===== src/rtl/i2c_slave_rx.sv =====
// i2c_slave_rx
// Write-only I2C target receiver. Oversamples scl/sda on clk, detects
// START / repeated START / STOP, matches a 7-bit address, ACKs accepted
// bytes and hands each data byte to local logic over valid/ready.
//
// Optional feature macro: I2C_RX_GLITCH_FILTER_EN
//   defined   -> each synchronized line passes a FILTER_LEN-sample
//                stability filter before edge detection
//   undefined -> no filter, events 3 clk after the pins change
//
// Ports:
//   clk        in   system clock (>= 8x SCL rate)
//   reset      in   asynchronous active-low reset
//   scl        in   bus clock from the master
//   sda_in     in   bus data as seen on the wire
//   sda_oe     out  1 = pull sda low (ACK), 0 = release
//   data_out   out  last accepted data byte, MSB received first
//   data_valid out  data_out holds an unconsumed byte
//   data_ready in   consumer takes data_out when data_valid && data_ready
//   busy       out  high from address match until STOP, Sr or NACK
//   overrun    out  1-clk pulse when a byte completes while data_valid is high
module i2c_slave_rx #(
    parameter logic [6:0] ADDR       = 7'h50,
    parameter int         FILTER_LEN = 3
) (
    input  logic       clk,
    input  logic       reset,
    input  logic       scl,
    input  logic       sda_in,
    output logic       sda_oe,
    output logic [7:0] data_out,
    output logic       data_valid,
    input  logic       data_ready,
    output logic       busy,
    output logic       overrun
);

    localparam logic [2:0] ST_IDLE     = 3'd0;
    localparam logic [2:0] ST_ADDR     = 3'd1;
    localparam logic [2:0] ST_ADDR_ACK = 3'd2;
    localparam logic [2:0] ST_DATA     = 3'd3;
    localparam logic [2:0] ST_DATA_ACK = 3'd4;
    localparam logic [2:0] ST_IGNORE   = 3'd5;

    // Legal FILTER_LEN is 2..8; an out-of-range value shows up as this
    // named block in the elaborated hierarchy.
    if ((FILTER_LEN < 32'sd2) || (FILTER_LEN > 32'sd8)) begin : g_filter_len_out_of_range
    end

    // Bit 1 carries scl, bit 0 carries sda through the whole input path.
    logic [1:0] meta_r;
    logic [1:0] sync_r;
    logic [1:0] line_s;
    logic [1:0] prev_r;

    // Two-flop synchronizer; idle bus level is 1.
    always_ff @(posedge clk or negedge reset) begin
        if (!reset) begin
            meta_r <= 2'b11;
            sync_r <= 2'b11;
        end else begin
            meta_r <= {scl, sda_in};
            sync_r <= meta_r;
        end
    end

`ifdef I2C_RX_GLITCH_FILTER_EN
    localparam logic [3:0] FLT_LAST = 4'(FILTER_LEN - 32'sd1);
    logic [1:0] filt_r;
    logic [3:0] flt_cnt_r [2];

    // Stability filter: a new level is taken only after FILTER_LEN
    // consecutive samples disagree with the current filtered level.
    always_ff @(posedge clk or negedge reset) begin
        if (!reset) begin
            filt_r       <= 2'b11;
            flt_cnt_r[0] <= 4'd0;
            flt_cnt_r[1] <= 4'd0;
        end else begin
            for (int i = 0; i < 2; i++) begin
                if (sync_r[i] == filt_r[i]) begin
                    flt_cnt_r[i] <= 4'd0;
                end else if (flt_cnt_r[i] == FLT_LAST) begin
                    filt_r[i]    <= sync_r[i];
                    flt_cnt_r[i] <= 4'd0;
                end else begin
                    flt_cnt_r[i] <= flt_cnt_r[i] + 4'd1;
                end
            end
        end
    end

    assign line_s = filt_r;
`else
    assign line_s = sync_r;
`endif

    // Previous-value stage feeding edge detection.
    always_ff @(posedge clk or negedge reset) begin
        if (!reset) begin
            prev_r <= 2'b11;
        end else begin
            prev_r <= line_s;
        end
    end

    logic scl_cur_s, sda_cur_s, scl_rise_s, scl_fall_s, start_s, stop_s;
    assign scl_cur_s  = line_s[1];
    assign sda_cur_s  = line_s[0];
    assign scl_rise_s = scl_cur_s & ~prev_r[1];
    assign scl_fall_s = ~scl_cur_s & prev_r[1];
    // scl must be high on both samples so an sda change made together
    // with a falling scl is never taken for START/STOP.
    assign start_s    = scl_cur_s & prev_r[1] & prev_r[0] & ~sda_cur_s;
    assign stop_s     = scl_cur_s & prev_r[1] & ~prev_r[0] & sda_cur_s;

    logic [2:0] state_r, state_s;
    logic [2:0] bit_cnt_r, bit_cnt_s;
    logic [7:0] shift_r, shift_s;
    logic       byte_done_r, byte_done_s;
    logic       ack_armed_r, ack_armed_s;
    logic       sda_oe_r, sda_oe_s;
    logic       busy_r, busy_s;
    logic [7:0] data_out_r, data_out_s;
    logic       data_valid_r, data_valid_s;
    logic       overrun_r, overrun_s;

    // Next-state logic for the receive FSM and its registered outputs.
    always_comb begin
        state_s     = state_r;
        bit_cnt_s   = bit_cnt_r;
        shift_s     = shift_r;
        byte_done_s = byte_done_r;
        ack_armed_s = ack_armed_r;
        sda_oe_s    = sda_oe_r;
        busy_s      = busy_r;
        data_out_s  = data_out_r;
        overrun_s   = 1'b0;
        if (data_valid_r && data_ready) begin
            data_valid_s = 1'b0;
        end else begin
            data_valid_s = data_valid_r;
        end

        if (start_s || stop_s) begin
            // Bus conditions win over everything; partial byte is dropped.
            state_s     = start_s ? ST_ADDR : ST_IDLE;
            bit_cnt_s   = 3'd0;
            shift_s     = 8'h00;
            byte_done_s = 1'b0;
            sda_oe_s    = 1'b0;
            busy_s      = 1'b0;
        end else begin
            case (state_r)
                ST_IDLE: begin
                    state_s = ST_IDLE;
                end
                ST_ADDR: begin
                    if (scl_rise_s) begin
                        shift_s     = {shift_r[6:0], sda_cur_s};
                        bit_cnt_s   = bit_cnt_r + 3'd1;
                        byte_done_s = (bit_cnt_r == 3'd7);
                    end else if (scl_fall_s && byte_done_r) begin
                        byte_done_s = 1'b0;
                        if (shift_r == {ADDR, 1'b0}) begin
                            state_s  = ST_ADDR_ACK;
                            sda_oe_s = 1'b1;
                            busy_s   = 1'b1;
                        end else begin
                            state_s  = ST_IGNORE;
                        end
                    end else begin
                        state_s = ST_ADDR;
                    end
                end
                ST_ADDR_ACK: begin
                    if (scl_fall_s) begin
                        sda_oe_s = 1'b0;
                        state_s  = ST_DATA;
                    end else begin
                        state_s  = ST_ADDR_ACK;
                    end
                end
                ST_DATA: begin
                    if (scl_rise_s) begin
                        shift_s   = {shift_r[6:0], sda_cur_s};
                        bit_cnt_s = bit_cnt_r + 3'd1;
                        if (bit_cnt_r == 3'd7) begin
                            byte_done_s = 1'b1;
                            // A byte consumed this very cycle frees the slot.
                            if (!data_valid_r || data_ready) begin
                                data_out_s   = {shift_r[6:0], sda_cur_s};
                                data_valid_s = 1'b1;
                                ack_armed_s  = 1'b1;
                            end else begin
                                overrun_s    = 1'b1;
                                ack_armed_s  = 1'b0;
                            end
                        end else begin
                            byte_done_s = 1'b0;
                        end
                    end else if (scl_fall_s && byte_done_r) begin
                        byte_done_s = 1'b0;
                        state_s     = ST_DATA_ACK;
                        sda_oe_s    = ack_armed_r;
                    end else begin
                        state_s = ST_DATA;
                    end
                end
                ST_DATA_ACK: begin
                    if (scl_fall_s) begin
                        sda_oe_s = 1'b0;
                        if (ack_armed_r) begin
                            state_s = ST_DATA;
                        end else begin
                            state_s = ST_IGNORE;
                            busy_s  = 1'b0;
                        end
                    end else begin
                        state_s = ST_DATA_ACK;
                    end
                end
                ST_IGNORE: begin
                    sda_oe_s = 1'b0;
                end
                default: begin
                    state_s  = ST_IDLE;
                    sda_oe_s = 1'b0;
                    busy_s   = 1'b0;
                end
            endcase
        end
    end

    // FSM and output registers.
    always_ff @(posedge clk or negedge reset) begin
        if (!reset) begin
            state_r      <= ST_IDLE;
            bit_cnt_r    <= 3'd0;
            shift_r      <= 8'h00;
            byte_done_r  <= 1'b0;
            ack_armed_r  <= 1'b0;
            sda_oe_r     <= 1'b0;
            busy_r       <= 1'b0;
            data_out_r   <= 8'h00;
            data_valid_r <= 1'b0;
            overrun_r    <= 1'b0;
        end else begin
            state_r      <= state_s;
            bit_cnt_r    <= bit_cnt_s;
            shift_r      <= shift_s;
            byte_done_r  <= byte_done_s;
            ack_armed_r  <= ack_armed_s;
            sda_oe_r     <= sda_oe_s;
            busy_r       <= busy_s;
            data_out_r   <= data_out_s;
            data_valid_r <= data_valid_s;
            overrun_r    <= overrun_s;
        end
    end

    assign sda_oe     = sda_oe_r;
    assign busy       = busy_r;
    assign data_out   = data_out_r;
    assign data_valid = data_valid_r;
    assign overrun    = overrun_r;

endmodule


===== config.mk =====
export PLATFORM = sky130hd
export DESIGN_NAME = i2c_slave_rx
export DESIGN_NICKNAME = d
export VERILOG_FILES = /design/src/rtl/i2c_slave_rx.sv
export SDC_FILE = /design/constraint.sdc
export NUM_CORES = 1
export LEC_CHECK = 0
export CORE_MARGIN = 2
export CORE_UTILIZATION = 45
export DETAILED_ROUTE_END_ITERATION = 8
export PLACE_DENSITY = 0.66
export SLEW_MARGIN = 20
export SYNTH_ARGS = -nofsm -noshare
export SYNTH_HDL_FRONTEND = slang
export SYNTH_SLANG_ARGS = --single-unit

===== constraint.sdc =====
create_clock -name clk -period 3.8 [get_ports clk]
set_input_delay 0.76 -clock clk [delete_from_list [all_inputs] [get_ports clk]]
set_output_delay 0.76 -clock clk [all_outputs]
set_load 0.05 [all_outputs]

==> impl_metrics.json <==
{
  "path_clk_slew_ps": 100,
  "drc": 0,
  "wl_per_cell_um": 14.16,
  "ir_worst_vdd_uv": 255.3,
  "vias": 1163,
  "crit_path_end_kind": "flop",
  "status": "completed",
  "hold_buffers": 0,
  "die_area_um2": 4115,
  "critPathRequiredTime_ps": 4020,
  "syn_avg_cell_area_um2": 10.64,
  "synth_seq_cells": 34,
  "hp-class": "reg -> reg",
  "period_share_pct": 61.82,
  "synthArstFlopShare_pct": 100.0,
  "synthFlopType": "dfrtp_1",
  "cts_tree": "done",
  "power_uw": 811.0,
  "pin_count": 17,
  "worstPathMaxFanout": 12,
  "fmax_mhz": 425.7,
  "ant_nets": 0,
  "synth_area_um2": 1628,
  "tightest_slew_ps": 693.5,
  "synthSimpleGateAreaFrac_pct": 17.52,
  "synth_top_family_by_area": "simple AND/OR/NAND/NOR gates",
  "cts_num_sinks": 34,
  "path_cells": "nor2b_2, nand4_1, nor2b_1, mux2_1",
  "drive_gt1_share_pct": 13.61,
  "maxSlewViolCount": 0,
  "p_leak_uw": 0.0008697,
  "synth_fa_ha_area_share_pct": 1.537,
  "cellPowerDensity_nw_per_um2": 425.3,
  "antenna_found_initial": 0,
  "place_congestion": 0.9557,
  "yosys_warnings": 0,
  "slew_headroom_pct": 53.67,
  "cts_htree_levels": 2,
  "pwr-share-clk_pct": 42.4,
  "coreArea_um2": 3416,
  "die_w_um": 64.15,
  "grt_pass1_vias": 1195,
  "dr.first_iter.drc_count": 91,
  "antenna_cells": 0,
  "numCtsBuffers": 5,
  "num_rows": 21,
  "intPower_uw": 631.9,
  "multi_input_area_um2": 700.7,
  "synthMuxAreaShare_pct": 7.071,
  "via_per_inst": 5.409,
  "ctsRootBufferMaster": "clkbuf_4",
  "grt_max_degree": 35,
  "synthCells": 153,
  "finalSetupViolations": 0,
  "final_area_um2": 1907,
  "p_comb_share_pct": 8.9,
  "cts_resized": 0,
  "postCtsSetupBuffers": 0,
  "dp_hpwl_um": 2162,
  "initial_core_util_pct": 47.66,
  "maxCapViolations": 0,
  "period_needed_ps": 2349,
  "synth_compound_area_share_pct": 15.30,
  "setup-tns-final_ps": 0,
  "final-seq-area_um2": 858.3,
  "clk_path_buf_depth": 2,
  "fin_util_pct": 55.82,
  "syn_to_final_growth_pct": 17.14,
  "path_class": "reg -> reg",
  "synth_edf_count": 0,
  "fin_worst_skew_ps": 7.655,
  "seqPwrFrac_pct": 48.7,
  "grt_overflow": 0,
  "hold_violations": 0,
  "cp_slowest_stage_delay_ps": 600,
  "slowest_stage": "nor2b_1",
  "nFillCells": 307,
  "placed_cell_area_um2": 1795,
  "routed_wl_um": 3045,
  "port-buffer-count": 16,
  "grt_pass1_wl_um": 5264,
  "cp.arrival_ps": 2570,
  "grt.total_usage_pct": 17.01,
  "grt_setup_unrepaired": "false",
  "p_switching_uw": 179.1,
  "hold_slack_ps": 366.5,
  "syn-num-nets": 160,
  "dr.pass1.iters": 4,
  "nets": 175,
  "synth_seq_area_share_pct": 52.73,
  "clk_latency_ps": 340,
  "synth_xor_area_share_pct": 1.614,
  "critPathLaunchType": "flop",
  "yosysUniqueCellTypes": 43,
  "swShare_pct": 22.08,
  "die_height_um": 64.15
}
## path summary, 6_finish.rpt
path | slack (ps) | to | from | cells after the start
worst min-delay path | 370 | line_s[1]$_DFF_PN1_ | meta_r[1]$_DFF_PN1_ | 0
worst max register to register | 1450 | data_out[5]$_DFFE_PN0P_ | state_r[0]$_DFFE_PN0P_ | 4
worst max-delay path | 1450 | data_out[5]$_DFFE_PN0P_ | state_r[0]$_DFFE_PN0P_ | 4
worst min register to register | 370 | line_s[1]$_DFF_PN1_ | meta_r[1]$_DFF_PN1_ | 0
max in group asynchronous | 2640 | prev_r[0]$_DFF_PN1_ | reset | 2
min in group asynchronous | 820 | shift_r[5]$_DFFE_PN0P_ | reset | 2
## per-stage QoR
stage                     std cells  worst slack [ps]
after floorplan                 153              2137
after global placement          207              1344
after detailed placement        207              1319
after CTS                       215              1450
after global routing            215              1269
final                           215              1451
## logic make-up after synthesis
family,after synthesis
and+or+nand+nor,57
AOI/OAI and AO/OA,35
DFF,34
buffers and inverters,12
muxes,10
xor gates and xnor gates,3
adders and majority gates,2
## flip-flops by register name, summed over array words and instances, names as in the netlist
register,count
busy,1
state_r,3
bit_cnt_r,3
shift_r,8
data_out,8
prev_r,2
byte_done_r,1
overrun,1
ack_armed_r,1
sda_oe,1
line_s,2
data_valid,1
meta_r,2
## layer usage
layer	GRT usage (%)	vias up	wire length [um]
met5	0	-	0
met1	20.62	575	1366
met4	7.979	0	61
met2	27.99	22	1487
met3	4.754	7	130
li1	-	559	-
## area by class of cell
type / instances / area share [%]
clock buffers: 6 / 2.690
clock inverters: 2 / 3.150
inverters: 3 / 0.5906
multi-input cells: 107 / 36.75
flip-flops and latches: 34 / 45.01
well taps: 46 / 3.018
repair buffers: 17 / 8.793
## synthesized netlist by cell type, types with 2 or more instances
| library cell | count | area share, % |
|---|---|---|
| buf_6 | 2 | 1.4 |
| o211a_1 | 2 | 1.2 |
| nand2_1 | 29 | 6.7 |
| nand3_1 | 4 | 1.2 |
| inv_1 | 2 | 0.46 |
| xor2_1 | 2 | 1.1 |
| dfrtp_1 | 28 | 43 |
| mux2_1 | 8 | 5.5 |
| nor2b_1 | 4 | 1.5 |
| a21oi_1 | 14 | 4.3 |
| ha_1 | 2 | 1.5 |
| dfstp_2 | 6 | 9.7 |
| nand2b_1 | 3 | 1.2 |
| o21ai_0 | 5 | 1.5 |
| o21ai_1 | 2 | 0.61 |
| nor2_1 | 6 | 1.4 |
| buf_2 | 7 | 2.2 |
| and3_1 | 2 | 0.77 |
## power groups by stage
stage	logic, uW	clock network [uW]	registers, uW
5_1_grt	80.8	370	398
6_report	72.3	344	395
4_1_cts	73.2	351	395
2_1_floorplan	49.9	0	402
3_5_place_dp	72.9	0	402
3_3_place_gp	71.3	0	401
## cell usage in the layout, fill, tap and decap left out, drive strengths merged, types with 3 or more instances in the layout
cell	count
nand2	29
nand3	4
a21oi	14
o21ai	7
dfrtp	28
nand2b	3
nor2	6
clkbuf	6
clkdlybuf4s50	16
dfstp	6
mux2	9
nor2b	5
## critical path: cells and delay by family, from the launching register on
family / cells / cell delay, ps
AND/OR/NAND/NOR: 3 / 1270
flip-flops: 1 / 580
multiplexers: 1 / 390
(Power assumes the default switching activity.)
==> RTL edit (same settings) <==
The output `overrun` loses its register stage (`overrun_r` becomes a continuous assignment).
--- a/src/rtl/i2c_slave_rx.sv
+++ b/src/rtl/i2c_slave_rx.sv
@@ -246,3 +246,2 @@
             data_valid_r <= 1'b0;
-            overrun_r    <= 1'b0;
         end else begin
@@ -257,5 +256,6 @@
             data_valid_r <= data_valid_s;
-            overrun_r    <= overrun_s;
-        end
-    end
+        end
+    end
+
+    assign overrun_r = overrun_s;
 
Formal check against the unedited RTL: same outputs for any inputs over 10 cycles, from zero or initial values and one cycle with reset low; that may be too few to reach the edited logic, so the function may still have changed.
==> RTL edit against the original RTL <==
Final area shrank 5.4%. Setup slack got worse by 0.85 ns. Area after synthesis is 4.7% lower. Wire length is 4.1% lower. Non-clock buffer count stayed put. Power down 22%. Via count shrank 1.1%. Sequential cell count fell by 1. Largest power group unchanged.
==> RTL edit: results (changes against the original RTL) <==
- Skew final: 0.0105 ns (+0.00289 ns)
- Post-CTS setup repair buffer count: 0 (unchanged)
- Yosys cell types: 42 (-2.3%)
- Hpwl dp: 1980 um (-8.5%)
- CP arrival: 2.44 ns (-0.13 ns)
- Antenna Diode Count: 0 (unchanged)
- H-Tree Depth: 2 (unchanged)
- Initial antenna violation count: 0 (unchanged)
- Ys async rst share: 100% (unchanged)
- RePlAce Congestion: 0.793 (-17%)
- Synth warnings: 0 (unchanged)
- Critical path fanouts, max: 13 (+1)
- Register area share after synthesis: 53.7% (+0.98 points)
- Routed WL per cell: 13.8 um (-2.3%)
- Largest net degree at the start of global routing: 34 (-2.9%)
- Synth Instances: 148 (-3.3%)
- Worst VDD drop: 0.237 mV (-7.4%)
- Internal Power: 475 uW (-25%)
- First-pass DRT Iterations: 4 (unchanged)
- Area post-placement: 1740 sq um (-2.9%)
- Post-cts resize count: 0 (unchanged)
- All-Layer GR Usage: 17.0% (+0.043 points)
- Synth top area share: 43.5% (+0.50 points)
- Leakage power: 0.772 nW (-11%)
- CP max stage cell: clkdlybuf4s50_1
- Hold Path Class: reg2reg
- Cell chosen for the clock root: clkbuf_4
- First-pass GRT wire length: 5180 um (-1.6%)
- Longest Clk Path Bufs: 2 (unchanged)
- Top area cells in the synthesized netlist: dfrtp_1 (44%), dfstp_2 (10%), nand2_1 (6.0%)
- Post-synth EDFFs: 0 (unchanged)
- Vias in the first global route: 1,145 (-4.2%)
- Worst path top cell family by delay: buffers and inverters
- Layout cell share with drive strength beyond 1: 14.5% (+0.94 points)
- Inst Count DP: 203 (-1.9%)
- Routed via count: 1,150 (-1.1%)
- PortBufs: 16 (unchanged)
- Register area: 833 sq um (-2.9%)
- Synth cell count leaders: dfrtp_1 (27), nand2_1 (25), a21oi_1 (15), mux2_2 (8)
- Mapped Nets: 155 (-3.1%)
- Outcome: complete, no violations
- 1st-iter DRT viols: 46 (-49%)
- Final nets: 171 (-2.3%)
- Later-pin clock latency in the skew report: 0.33 ns
- Worst slew margin: 50.4% (-3.3 points)
- Crit-path max cell delay: 0.82 ns (+0.22 ns)
- CTS buffer count: 5 (unchanged)
- Fillers: 330 (+7.5%)
- DRT Wirelength: 2920 um (-4.1%)
- Worst-path clk slew: 0.10 ns (about the same)
[RTL edit: power by group through the flow]
stage | sequential, mW | combinational [mW] | clock, mW
3_3_place_gp | 0.378 | 0.0534 | 0
4_1_cts | 0.373 | 0.0539 | 0.215
3_5_place_dp | 0.379 | 0.0535 | 0
6_report | 0.372 | 0.0532 | 0.205
5_1_grt | 0.374 | 0.0592 | 0.234
2_1_floorplan | 0.384 | 0.0267 | 0
[RTL edit: kinds of logic (layout without fill, tap and decap cells)]
family | Yosys count | in the layout | synth area share (%)
AO/OA/AOI/OAI | 34 | 34 | 14.8
XOR/XNOR | 2 | 2 | 1.13
adder cells (fa/ha/maj) | 2 | 2 | 1.61
buffers and inverters | 10 | 27 | 2.58
flip-flops | 33 | 33 | 53.7
multiplexers | 8 | 8 | 5.81
AND/OR/NAND/NOR | 59 | 59 | 20.3
[RTL edit: metal layers]
layer | GRT usage, % | part of all wire (%) | up-vias | wire length, um
met1 | 21.9 | 46 | 559 | 1340
met2 | 26.7 | 48 | 26 | 1390
met5 | 0 | 0 | - | 0
li1 | - | - | 559 | -
met3 | 5.23 | 4.8 | 6 | 141
met4 | 7.22 | 1.8 | 0 | 53
[RTL edit: worst paths after layout]
check	to	depth (start not counted)	startpoint	slack (ns)
max	overrun	4	state_r[2]$_DFFE_PN0P_	0.60
min	line_s[1]$_DFF_PN1_	0	meta_r[1]$_DFF_PN1_	0.36
max reg2reg	data_out[3]$_DFFE_PN0P_	4	state_r[2]$_DFFE_PN0P_	1.53
min reg2reg	line_s[1]$_DFF_PN1_	0	meta_r[1]$_DFF_PN1_	0.36
max in group asynchronous	line_s[0]$_DFF_PN1_	2	reset	2.65
min in group asynchronous	sda_oe$_DFFE_PN0P_	2	reset	0.81
[RTL edit: stage by stage]
stage | total power [mW] | setup slack, ns | hold slack, ns
floorplan | 0.410 | 1.36 | 0.345
global placement | 0.432 | 0.794 | 0.346
detailed placement | 0.433 | 0.778 | 0.348
CTS | 0.641 | 0.599 | 0.363
global route | 0.667 | 0.516 | 0.370
finish | 0.631 | 0.604 | 0.361
[RTL edit: layout make-up]
class,instances,share of cell area [%]
multi-input cells,105,37.6
inverters,2,0.416
repair buffers,17,9.30
flip-flops and latches,33,46.2
well taps,46,3.19
clock buffers,8,3.26
